==> src/rtl/clint.sv <==
// Core-local interruptor: msip, a free-running 64-bit mtime with prescaler and a
// 64-bit mtimecmp, exposed over a single-beat strobe/ack bus.

module clint_byte_merge (
  input  logic [7:0] old_i,
  input  logic [7:0] new_i,
  input  logic       en_i,
  output logic [7:0] merged_o
);
  assign merged_o = en_i ? new_i : old_i;
endmodule

module clint #(
  parameter logic [31:0] BASE_ADDRESS = 32'h0200_0000,
  parameter int unsigned PRESCALE     = 1
) (
  input  logic        clk_i,
  input  logic        rst_i,
  input  logic        stb_i,
  input  logic        we_i,
  input  logic [31:0] adr_i,
  input  logic [31:0] data_i,
  input  logic [3:0]  sel_i,
  output logic [31:0] data_o,
  output logic        ack_o,
  output logic        timer_interrupt,
  output logic        software_interrupt
);
  localparam int unsigned NUM_LANES = 4;
  localparam int          PW        = (PRESCALE > 1) ? $clog2(PRESCALE) : 1;
  localparam logic [PW-1:0] PCNT_MAX = PW'(PRESCALE - 1);

  localparam logic [15:0] OFF_MSIP    = 16'h0000;
  localparam logic [15:0] OFF_CMP_LO  = 16'h4000;
  localparam logic [15:0] OFF_CMP_HI  = 16'h4004;
  localparam logic [15:0] OFF_TIME_LO = 16'hBFF8;
  localparam logic [15:0] OFF_TIME_HI = 16'hBFFC;

  typedef enum logic {IDLE, ACK} state_t;

  typedef struct packed {
    logic        we;
    logic [15:0] off;
    logic [31:0] data;
    logic [3:0]  sel;
  } req_t;

  state_t        state_q, state_d;
  logic [63:0]   mtime_q, mtime_d;
  logic [63:0]   mtimecmp_q, mtimecmp_d;
  logic          msip_q, msip_d;
  logic [PW-1:0] pcnt_q, pcnt_d;
  logic [31:0]   data_q, data_d;
  logic          ti_q, ti_d;

  req_t req;
  logic hit, accept, wr_en, tick;
  logic [NUM_LANES-1:0][7:0] rd_word, wr_data, wr_word;
  logic [1:0] adr_unused;

  assign adr_unused = adr_i[1:0];
  assign req = '{we: we_i, off: {adr_i[15:2], 2'b00}, data: data_i, sel: sel_i};
  assign wr_data = req.data;

  always_comb begin
    rd_word = '0;
    case (req.off)
      OFF_MSIP:    rd_word = {31'b0, msip_q};
      OFF_CMP_LO:  rd_word = mtimecmp_q[31:0];
      OFF_CMP_HI:  rd_word = mtimecmp_q[63:32];
      OFF_TIME_LO: rd_word = mtime_q[31:0];
      OFF_TIME_HI: rd_word = mtime_q[63:32];
      default:     rd_word = '0;
    endcase
  end

  // Each lane keeps the current register byte unless its enable is set.
  for (genvar l = 0; l < NUM_LANES; l++) begin : g_lane
    clint_byte_merge u_merge (
      .old_i    (rd_word[l]),
      .new_i    (wr_data[l]),
      .en_i     (req.sel[l]),
      .merged_o (wr_word[l])
    );
  end

  always_comb begin
    hit    = stb_i && (adr_i[31:16] == BASE_ADDRESS[31:16]);
    accept = (state_q == IDLE) && hit;
    wr_en  = accept && req.we && (|req.sel);
    tick   = (pcnt_q == PCNT_MAX);

    state_d    = IDLE;
    pcnt_d     = tick ? '0 : pcnt_q + PW'(1);
    mtime_d    = tick ? mtime_q + 64'd1 : mtime_q;
    mtimecmp_d = mtimecmp_q;
    msip_d     = msip_q;
    data_d     = data_q;
    ti_d       = (mtime_q >= mtimecmp_q);

    case (state_q)
      IDLE:    state_d = accept ? ACK : IDLE;
      ACK:     state_d = IDLE;
      default: state_d = IDLE;
    endcase

    if (accept && !req.we) data_d = rd_word;

    // An mtime write replaces the whole 64-bit value, so a coincident tick is lost.
    if (wr_en) begin
      case (req.off)
        OFF_MSIP:    msip_d     = wr_word[0][0];
        OFF_CMP_LO:  mtimecmp_d = {mtimecmp_q[63:32], wr_word};
        OFF_CMP_HI:  mtimecmp_d = {wr_word, mtimecmp_q[31:0]};
        OFF_TIME_LO: mtime_d    = {mtime_q[63:32], wr_word};
        OFF_TIME_HI: mtime_d    = {wr_word, mtime_q[31:0]};
        default: ;
      endcase
    end
  end

  always_ff @(posedge clk_i or posedge rst_i) begin
    if (rst_i) begin
      state_q    <= IDLE;
      mtime_q    <= '0;
      mtimecmp_q <= '1;
      msip_q     <= 1'b0;
      pcnt_q     <= '0;
      data_q     <= '0;
      ti_q       <= 1'b0;
    end else begin
      state_q    <= state_d;
      mtime_q    <= mtime_d;
      mtimecmp_q <= mtimecmp_d;
      msip_q     <= msip_d;
      pcnt_q     <= pcnt_d;
      data_q     <= data_d;
      ti_q       <= ti_d;
    end
  end

  assign data_o             = data_q;
  assign ack_o              = (state_q == ACK);
  assign timer_interrupt    = ti_q;
  assign software_interrupt = msip_q;

endmodule

==> config.mk <==
export PLATFORM = sky130hd
export DESIGN_NAME = clint
export DESIGN_NICKNAME = d
export VERILOG_FILES = /design/src/rtl/clint.sv
export SDC_FILE = /design/constraint.sdc
export NUM_CORES = 1
export LEC_CHECK = 0
export CAP_MARGIN = 20
export CORE_MARGIN = 2
export CORE_UTILIZATION = 62
export DETAILED_ROUTE_END_ITERATION = 16
export GPL_ROUTABILITY_DRIVEN = 0
export PLACE_DENSITY = 0.86
export SLEW_MARGIN = 10
export SYNTH_ARGS = -nofsm -noshare
export SYNTH_HDL_FRONTEND = slang
export SYNTH_SLANG_ARGS = --single-unit
==> constraint.sdc <==
create_clock -name clk_i -period 15.25 [get_ports clk_i]
set_clock_uncertainty 0.05 [all_clocks]
set_input_delay 4.575 -clock clk_i [delete_from_list [all_inputs] [get_ports clk_i]]
set_output_delay 4.575 -clock clk_i [all_outputs]
set_load 0.005 [all_outputs]
==> out/results.tsv <==
metric	value	unit
outcome	complete, no violations	
dieArea	17770	µm²
p_int	709.2	µW
p_sw	196.7	µW
path_class	in -> reg	
fmax	123.2	MHz
vias	9365	
setup_viol	0	
power_frac_clock	46.7	%
async_flop_share	100.0	%
cp.arrival	8420	ps
avgSynthCellArea	9.305	µm²
maxCapViolations	0	
die_h	133.3	µm
crit_path_end_kind	flip-flop	
ios	107	
drt_iter0_markers	1257	
cts.reportedPaths.clkPinSlew	60	ps
rsz0062_at_grt	no	
hold_violations	0	
synth_area_leaders	dfrtp_1 (24%), dfstp_2 (16%), ha_1 (7.8%)	
start_util	62.96	%
cts.sinks	163	
drt_wl_total	28720	µm
critical_path.slowest_cell	nor2_4	
ys_ff_latch	163	
hold_class	reg -> reg	
drcViolationCount	0	
ys_types	67	
grt-ovfl-total	0	
port_buffers	104	
path_delay_family	simple AND/OR/NAND/NOR gates	
clock_path_buffers	2	
tightest_slew	1323	ps
synthToLayoutAreaGrowth	17.02	%
synth.yosys.warnings	0	
synth_edf_count	0	
core-area	16470	µm²
grt_pass1_wl	46940	µm
rows	47	
cp_cell_sequence	clkdlybuf4s50_1 -> nand2b_1 -> or4_1 -> buf_4 -> or4_1 -> buf_4 -> nor2_4 -> a211oi_1 -> a31o_2 -> a21oi_1	
synth_nets	1251	
finalSetupTns	0	ps
grt_max_degree	91	
wl_per_cell	20.18	µm
ys.flop_type	dfrtp_1	
synth_top_area_share	23.90	%
drv_slew	0	
crit_path_max_incr_delay	870	ps
cts_tree	done	
clock_latency	430	ps
yosysSeqAreaShare	40.12	%
ant_nets	0	
peakVddDrop	79.34	µV
cts_max_level	4	
p_per_area	74.68	nW/µm²
stdcell_count	1423	
nets	1327	
dp_cells	1389	
grt_pass1_vias	9275	
cp.required	15550	ps
finalCritPeriodShare	53.24	%
cp_num_buf_inv	3	
die_x	133.3	µm
grt_usage	33.11	%
diodes	0	
cts_hold_buf	0	
synth_area	10370	µm²
worst_setup_path_start_kind	input pin	
combPwrFrac	5.4	%
postCtsSetupRepairBufs	0	
path_max_fanout	41	
vias_per_cell	6.581	
cts_root_buffer	clkbuf_16	
period_needed	8120	ps
p_seq_share	47.8	%
syn_inst	1114	
p_sw_share	21.71	%
dp_hpwl	19270	µm
antenna_found_initial	0	
synth.largest_area_cell	dfrtp_1	
drive_gt1_share	14.05	%
cts_buffers	17	
p_leak	0.004708	µW
slew_headroom	11.09	%
cts-resized-gates	0	
dr.pass1.iters	6	
cell usage in the layout (no fill, tap or decap), drive strengths merged, types with 26 or more instances in the layout:
cell type | netlist | routed
nand2 | 112 | 112
clkdlybuf4s50 | 0 | 103
dfrtp | 99 | 99
o21ai | 99 | 99
nor2 | 87 | 87
inv | 76 | 76
a21oi | 70 | 70
mux2i | 65 | 65
ha | 65 | 65
dfstp | 64 | 64
nand3 | 35 | 35
mux2 | 34 | 34
nand4 | 31 | 31
a221o | 27 | 27
clkbuf | 31 | 26
final cells by class:
type / instances / area [µm²]
inverter: 76 / 290.3
timing repair buffer: 115 / 1159
clock buffer: 26 / 489.2
sequential: 163 / 4159
fill: 1173 / 4335
multi-input combinational: 817 / 5678
clock inverter: 6 / 80.08
tap: 220 / 275.3
path summary, 6_finish.rpt:
| path | startpoint | to | slack [ps] | cells past startpoint |
|---|---|---|---|---|
| worst max-delay path | adr_i[14] | mtime_q[25] | 7130 | 10 |
| worst min-delay path | mtimecmp_q[16] | mtimecmp_q[16] | 440 | 2 |
| worst max register to register | ack_o | mtime_q[25] | 11680 | 8 |
| worst min register to register | mtimecmp_q[16] | mtimecmp_q[16] | 440 | 2 |
| max in group asynchronous | rst_i | mtime_q[36] | 9050 | 3 |
| min in group asynchronous | rst_i | data_o[5] | 4620 | 2 |
cell usage after synthesis (5+ instances only):
library cell  count
a221o_1          27
nand2_1         112
a221oi_1         11
a21oi_1          70
o22ai_1           6
or4_1             7
and4_1            5
a22oi_1           5
o21ai_0          95
buf_2            13
clkbuf_1         31
a21o_1            6
o21a_1            6
nor4_1            6
a211o_1           7
inv_1            76
nand3_1          34
mux2i_1          65
a211oi_1         12
and2_1            5
buf_1             5
a22oi_2           5
nor2_1           84
dfrtp_1          99
mux2_2           34
nand4_1          31
and3_1           13
nor3_1           20
ha_1             65
buf_4             6
dfstp_2          64
xnor2_1           7
kinds of logic after synthesis:
group,share of synthesized area (%)
buffers and inverters,5.443
muxes,9.970
AOI/OAI and AO/OA,19.34
and+or+nand+nor,16.35
DFF,40.12
adders and majority gates,7.846
xor gates and xnor gates,0.9294
power groups by stage:
stage	Combinational [µW]	Clock (µW)	Sequential [µW]
3_5_place_dp	48.9	0	441
4_1_cts	49.3	426	433
3_3_place_gp	48.6	0	441
6_report	49.3	423	433
2_1_floorplan	22.1	0	441
5_1_grt	53.2	445	433
routing by layer:
layer	vias to the layer above	track usage [%]	share of wire, %
li1	4248	-	-
met1	4474	43.12	40
met2	548	53.24	46
met3	95	7.420	10
met4	0	14.89	3.6
met5	-	0	0
flip-flops by register name, summed over array words and instances, names as in the netlist:
name / cells
ack_o: 1
data_o: 32
mtime_q: 64
mtimecmp_q: 64
software_interrupt: 1
timer_interrupt: 1
metrics by stage:
stage	hold WS [ps]	cell area (µm²)	setup WS (ps)	power, µW	util [%]
finish	438.7	12130	7130	905.9	73.67
global route	456.8	12130	7056	931.2	73.67
CTS	440.5	12070	7219	908.4	73.29
detailed placement	431.1	11500	6838	489.5	69.83
global placement	424.0	11500	6883	489.2	69.83
floorplan	415.1	10370	6326	462.7	-
tightest hold or removal path: cells and delay by family, from the launching register on:
kind            cells  cell delay (ps)
flops               1              370
simple gates        1               40
compound gates      1               60
Note: power is estimated with default switching activity, not from simulation.
